`config.mk`:
```
export PLATFORM = sky130hd
export DESIGN_NAME = rni_rbeat_ctl
export DESIGN_NICKNAME = d
export VERILOG_FILES = /design/src/rtl/rni_rbeat_ctl_pkg.sv /design/src/rtl/rni_rot_pri_sel.sv /design/src/rtl/rni_rbeat_ctl.sv
export SDC_FILE = /design/constraint.sdc
export NUM_CORES = 1
export LEC_CHECK = 0
export ABC_AREA = 1
export CAP_MARGIN = 20
export CORE_UTILIZATION = 40
export CTS_CLUSTER_SIZE = 20
export DETAILED_ROUTE_END_ITERATION = 8
export HOLD_SLACK_MARGIN = 0.12
export PLACE_DENSITY_LB_ADDON = 0.2
export SYNTH_ARGS = -nofsm -noshare
export SYNTH_HDL_FRONTEND = slang
export SYNTH_SLANG_ARGS = --single-unit
```
`constraint.sdc`:
```
create_clock -name clk -period 2.5 [get_ports clk]
set_input_delay 0.5 -clock clk [delete_from_list [all_inputs] [get_ports clk]]
set_output_delay 0.5 -clock clk [all_outputs]
set_load 0.005 [all_outputs]
```
`src/rtl/rni_rbeat_ctl_pkg.sv`:
```
// Shared types and sizing for the RN-I read-data beat sequencer and its helpers.
package rni_rbeat_ctl_pkg;

  localparam int unsigned NCHUNK = 4;
  localparam int unsigned BCW    = 4;
  localparam int unsigned IW     = $clog2(NCHUNK);

  typedef enum logic {
    RNI_RB_IDLE = 1'b0,
    RNI_RB_BUSY = 1'b1
  } rb_state_e;

  typedef struct packed {
    logic [NCHUNK-1:0]     ctmask;
    logic [NCHUNK-1:0]     pdmask;
    logic [NCHUNK*BCW-1:0] bcount_vec;
    logic                  last;
  } rb_desc_t;

  // Isolates the lowest set bit; tolerates a malformed multi-hot start mask.
  function automatic logic [NCHUNK-1:0] lowest_set(input logic [NCHUNK-1:0] m);
    return m & (~m + NCHUNK'(1));
  endfunction

endpackage

```
`src/rtl/rni_rot_pri_sel.sv`:
```
// Rotating priority select: first set bit of mask strictly after the one-hot base,
// wrapping around so the base itself is considered last.
module rni_rot_pri_sel
  import rni_rbeat_ctl_pkg::*;
(
  input  logic [NCHUNK-1:0] mask,
  input  logic [NCHUNK-1:0] base,
  output logic [NCHUNK-1:0] sel_c
);

  logic [IW-1:0] base_idx;
  logic [IW-1:0] pos;
  logic          found;

  // NCHUNK is a power of two, so index arithmetic wraps naturally.
  always_comb begin
    base_idx = '0;
    for (int unsigned i = 0; i < NCHUNK; i++) begin
      if (base[i]) base_idx = IW'(i);
    end
    sel_c = '0;
    found = 1'b0;
    pos   = '0;
    for (int unsigned k = 1; k <= NCHUNK; k++) begin
      pos = base_idx + IW'(k);
      if (!found && mask[pos]) begin
        sel_c[pos] = 1'b1;
        found      = 1'b1;
      end
    end
  end

endmodule

```
`src/rtl/rni_rbeat_ctl.sv`:
```
// RN-I read-return beat sequencer: walks the requested chunks of a line in wrap
// order and issues one AXI R beat per cycle as buffered chunk data becomes valid.
module rni_rbeat_ctl
  import rni_rbeat_ctl_pkg::*;
(
  input  logic                  clk,
  input  logic                  rst,
  input  logic                  req_valid,
  output logic                  req_ready,
  input  logic [NCHUNK-1:0]     req_ctmask,
  input  logic [NCHUNK-1:0]     req_pdmask,
  input  logic [NCHUNK*BCW-1:0] req_bcount_vec,
  input  logic                  req_last,
  input  logic [NCHUNK-1:0]     chunk_vld,
  output logic                  r_valid,
  input  logic                  r_ready,
  output logic [NCHUNK-1:0]     r_chunk,
  output logic [BCW-1:0]        r_beat,
  output logic                  r_last,
  output logic                  bk_done,
  output logic                  rq_done
);

  rb_state_e             state_q, state_d;
  logic [NCHUNK-1:0]     rem_q, rem_d;
  logic [NCHUNK-1:0]     cur_q, cur_d;
  logic [BCW-1:0]        beat_q, beat_d;
  logic [NCHUNK*BCW-1:0] bcount_vec_q, bcount_vec_d;
  logic                  last_q, last_d;

  rb_desc_t              req_desc;
  logic [BCW-1:0]        cur_bc;
  logic [NCHUNK-1:0]     rem_left;
  logic [NCHUNK-1:0]     nxt_cur;
  logic                  beat_end;
  logic                  fire;

  assign req_desc = '{ctmask:     req_ctmask,
                      pdmask:     req_pdmask,
                      bcount_vec: req_bcount_vec,
                      last:       req_last};

  // One-hot AND-OR mux of the current chunk's beat-count field.
  always_comb begin
    cur_bc = '0;
    for (int unsigned i = 0; i < NCHUNK; i++) begin
      cur_bc = cur_bc | (bcount_vec_q[i*BCW +: BCW] & {BCW{cur_q[i]}});
    end
  end

  assign rem_left = rem_q & ~cur_q;
  assign beat_end = (beat_q == cur_bc);

  rni_rot_pri_sel u_rot_pri_sel (
    .mask  (rem_left),
    .base  (cur_q),
    .sel_c (nxt_cur)
  );

  assign req_ready = (state_q == RNI_RB_IDLE);
  assign r_valid   = (state_q == RNI_RB_BUSY) && |(chunk_vld & cur_q);
  assign fire      = r_valid && r_ready;
  assign r_chunk   = cur_q;
  assign r_beat    = beat_q;
  assign r_last    = r_valid && last_q && beat_end && !(|rem_left);
  assign bk_done   = fire && beat_end;
  assign rq_done   = bk_done && !(|rem_left);

  always_ff @(posedge clk or negedge rst) begin
    if (!rst) begin
      state_q      <= RNI_RB_IDLE;
      rem_q        <= '0;
      cur_q        <= '0;
      beat_q       <= '0;
      bcount_vec_q <= '0;
      last_q       <= 1'b0;
    end else begin
      state_q      <= state_d;
      rem_q        <= rem_d;
      cur_q        <= cur_d;
      beat_q       <= beat_d;
      bcount_vec_q <= bcount_vec_d;
      last_q       <= last_d;
    end
  end

  always_comb begin
    state_d      = state_q;
    rem_d        = rem_q;
    cur_d        = cur_q;
    beat_d       = beat_q;
    bcount_vec_d = bcount_vec_q;
    last_d       = last_q;
    case (state_q)
      RNI_RB_IDLE: begin
        if (req_valid) begin
          rem_d        = req_desc.pdmask | req_desc.ctmask;
          cur_d        = lowest_set(req_desc.ctmask);
          beat_d       = '0;
          bcount_vec_d = req_desc.bcount_vec;
          last_d       = req_desc.last;
          state_d      = RNI_RB_BUSY;
        end
      end
      RNI_RB_BUSY: begin
        if (fire) begin
          if (!beat_end) begin
            beat_d = beat_q + BCW'(1);
          end else begin
            beat_d = '0;
            rem_d  = rem_left;
            cur_d  = nxt_cur;
            if (!(|rem_left)) begin
              cur_d   = '0;
              state_d = RNI_RB_IDLE;
            end
          end
        end
      end
      default: state_d = RNI_RB_IDLE;
    endcase
  end

  // The buffer never withdraws a chunk while its beat is waiting on r_ready.
  a_vld_hold: assert property (@(posedge clk) disable iff (!rst)
    (r_valid && !r_ready) |=> r_valid);

`ifdef ASSERT_CHECKER_ON
  a_ct_onehot: assert property (@(posedge clk) disable iff (!rst)
    (req_valid && req_ready) |-> $onehot(req_ctmask));
`endif

endmodule

```
==> impl_metrics.toml <==
[outcome]
run_status = "complete, no violations"

[global_routing]
grt_first_pass_wirelength_mm = 8.05
grt_max_degree = 31
first_global_vias = 1783
grt.total_usage_pct = 19.8
antenna_violations_before_repair = 0
global_route.overflow_total = 0

[synthesis]
synthesis.area_um2 = 2070
synth_net_count = 296
yosysSeqAreaShare_pct = 36.3
netlist-cell-type-count = 31
synthCells = 254
syn_avg_cell_area_um2 = 8.14
post_synthesis_register_bit_count = 30
synthesis.yosys.warnings = 0
yosys_most_used_dff = "sky130_fd_sc_hd__dfrtp_1"
synthArstFlopShare_pct = 100
synth_edf_count = 0

[setup_path]
worst_r2r_startpoint = "r_chunk[1]"
cp-startpoint = "chunk_vld[0]"
start_kind = "input pin"
critPathKind = "input pin to output pin"
critical_path.max_fanout = 2
cp.arrival_ps = 1850
timing.critical_path.to_type = "output pin"
crit_required_ps = 2000

[final_layout]
postLayoutCellArea_um2 = 2810
most_common_cell_after_layout_fill_and_taps_aside = "sky130_fd_sc_hd__nand2_1"
layout_common_cells = "67 x sky130_fd_sc_hd__nand2_1, 41 x sky130_fd_sc_hd__clkdlybuf4s50_1, 26 x sky130_fd_sc_hd__dfrtp_1"
final_core_utilization_pct = 58.0
antennaDiodeCount = 0
final_cells = 389
nets = 363
layout-area-overhead-vs-synth_pct = 35.9
post_route_cells_drive_above_1_share_pct = 25.2

[sta]
hold_violations = 0
slew_violations = 0
clock_skew_ps = 3.22
finalWorstPathRequiredPeriod_ps = 2350
hold-worst-slack_ps = 506
setup-violations-final = 0
rsz0062_at_grt = "false"
timing.slew.headroom_pct = 67.6
fin_setup_tns_ps = 0
max_slew.worst_pin.slew_ps = 481
min_period_over_period_pct = 93.9
achievable-frequency_mhz = 426

[detailed_routing]
vias_per_cell = 4.81
totalWireLength_mm = 4.81
routed-via-count = 1872
antenna_violating_nets_post_route = 0
drt_pre_antenna_iters = 4
routed_wire_length_per_instance_um = 12.4
drc = 0
first_iter_violations = 82

[clock_network]
cts-htree-levels = 2
insertion_delay_ps = 290
cts.path.max_buffers = 2
clkTransAtPathRegs_ps = 60
cts.sink_count = 30
tritoncts.num_buffers = 5
clk_root_buffer_cell = "sky130_fd_sc_hd__clkbuf_8"
clock_tree_from_tritoncts = "yes"

[run]
drv.max_cap_violation_count = 0

[placed_design]
placedCellCount = 375
placed_area_um2 = 2650
detailedPlacementHpwl_mm = 3.77
buffer_ports.inserted = 45
gp_congestion = 0.871

[die]
dieArea_um2 = 5460
die_w_um = 73.9
floorplan.rows = 25
floorplan.initialDensity_pct = 42.7
design.core.area_um2 = 4850
die-height_um = 73.9
ioPinCount = 46

[min_path]
hold_path.class = "flip-flop to flip-flop"
worst_min_delay_path_startpoint = "bcount_vec_q[6]"

[power_and_ir_drop]
peakVddDrop_uv = 338
cellPowerDensity_nw_per_um2 = 342
p_leak_nw = 1.42
==> cells by family (layout without fill, tap and decap cells) <==
family,Yosys count,in the layout,share of synthesized area (%)
simple gates,134,134,31.4
compound gates,28,28,8.29
mux,17,17,9.26
fa+ha+maj,9,9,5.44
flops,30,30,36.3
xor+xnor,2,2,0.847
buf+inv,34,102,8.47
==> final timing paths <==
path | to | slack [ps] | depth (start not counted)
setup / recovery | rq_done | 150 | 10
hold / removal | bcount_vec_q[6] | 510 | 1
setup reg to reg | r_chunk[0] | 240 | 15
hold reg to reg | bcount_vec_q[6] | 510 | 1
max in group asynchronous | r_chunk[0] | 1610 | 2
min in group asynchronous | r_beat[0] | 590 | 2
==> layer usage <==
| layer | global-route usage [%] | vias to the layer above | routed length (um) | share of wire (%) |
|---|---|---|---|---|
| met4 | 6.20 | 0 | 57 | 1.2 |
| met1 | 26.2 | 856 | 2340 | 49 |
| met2 | 31.1 | 39 | 2220 | 46 |
| met5 | 0 | - | 0 | 0 |
| li1 | - | 969 | - | - |
| met3 | 5.76 | 8 | 187 | 3.9 |
==> where the power goes <==
| part | leakage, nW | internal, mW | switching [mW] | total, mW |
|---|---|---|---|---|
| combinational | 0.976 | 0.0453 | 0.0193 | 0.0646 |
| sequential | 0.392 | 0.485 | 0 | 0.485 |
| clock | 0.0472 | 0.221 | 0.192 | 0.412 |
| total | 1.42 | 0.751 | 0.211 | 0.962 |
==> worst max-delay path, stage by stage <==
cell and delay [ps]:
sky130_fd_sc_hd__clkdlybuf4s50_1 460, sky130_fd_sc_hd__nand2_1 50, sky130_fd_sc_hd__nand2_1 80, sky130_fd_sc_hd__o21ai_2 80, sky130_fd_sc_hd__nor2_2 190, sky130_fd_sc_hd__nand3_4 90
sky130_fd_sc_hd__inv_2 60, sky130_fd_sc_hd__nand2_1 40, sky130_fd_sc_hd__inv_1 50, sky130_fd_sc_hd__dlygate4sd2_1 240
==> registers in the layout (all words and copies together), names as in the netlist <==
signal / count
bcount_vec_q: 16
r_beat: 4
r_chunk: 4
rem_q: 4
last_q: 1
state_q: 1
==> cell usage after synthesis, types with 2 or more instances <==
library cell,instances,share of area [%]
sky130_fd_sc_hd__a31oi_1,2,0.60
sky130_fd_sc_hd__ha_1,9,5.4
sky130_fd_sc_hd__nor2_2,6,1.8
sky130_fd_sc_hd__buf_6,3,1.6
sky130_fd_sc_hd__o21ai_0,6,1.5
sky130_fd_sc_hd__nand3_4,3,2.5
sky130_fd_sc_hd__buf_4,3,1.1
sky130_fd_sc_hd__nor2_1,20,3.6
sky130_fd_sc_hd__a21oi_2,6,2.5
sky130_fd_sc_hd__a21oi_1,7,1.7
sky130_fd_sc_hd__dfrtp_1,30,36
sky130_fd_sc_hd__nand2_1,67,12
sky130_fd_sc_hd__nand4_1,4,1.2
sky130_fd_sc_hd__mux2_2,17,9.3
sky130_fd_sc_hd__nand2_4,4,2.2
sky130_fd_sc_hd__nand3_1,23,5.6
sky130_fd_sc_hd__nand2_2,3,0.91
sky130_fd_sc_hd__o21ai_1,3,0.73
sky130_fd_sc_hd__o22ai_1,3,0.91
sky130_fd_sc_hd__inv_1,24,4.4
==> layout make-up <==
type                    count  area [um2]
fillers                   455        2040
flip-flops and latches     30         756
inverters                  27         104
clock inverters             2        12.5
multi-input cells         190        1150
clock buffers               6        82.6
well taps                  67        83.8
repair buffers             67         624
==> timing repair <==
action / 4_1_cts / 5_1_grt
hold buffers: 0 / 0
hold endpoints to repair: 0 / 0
pin swaps: 6 / 2
buffers inserted: 4 / 2
gates cloned: 0 / 0
gates resized for setup: 9 / 5
setup endpoints to repair: 4 / 4
==> metrics by stage <==
stage          power, mW  setup slack, ps
2_1_floorplan      0.497              332
3_3_place_gp       0.560             -127
3_5_place_dp       0.560             -171
4_1_cts            0.977             22.4
5_1_grt             1.01             5.97
6_report           0.962              152
No activity file was read; power rests on OpenSTA's default activity.
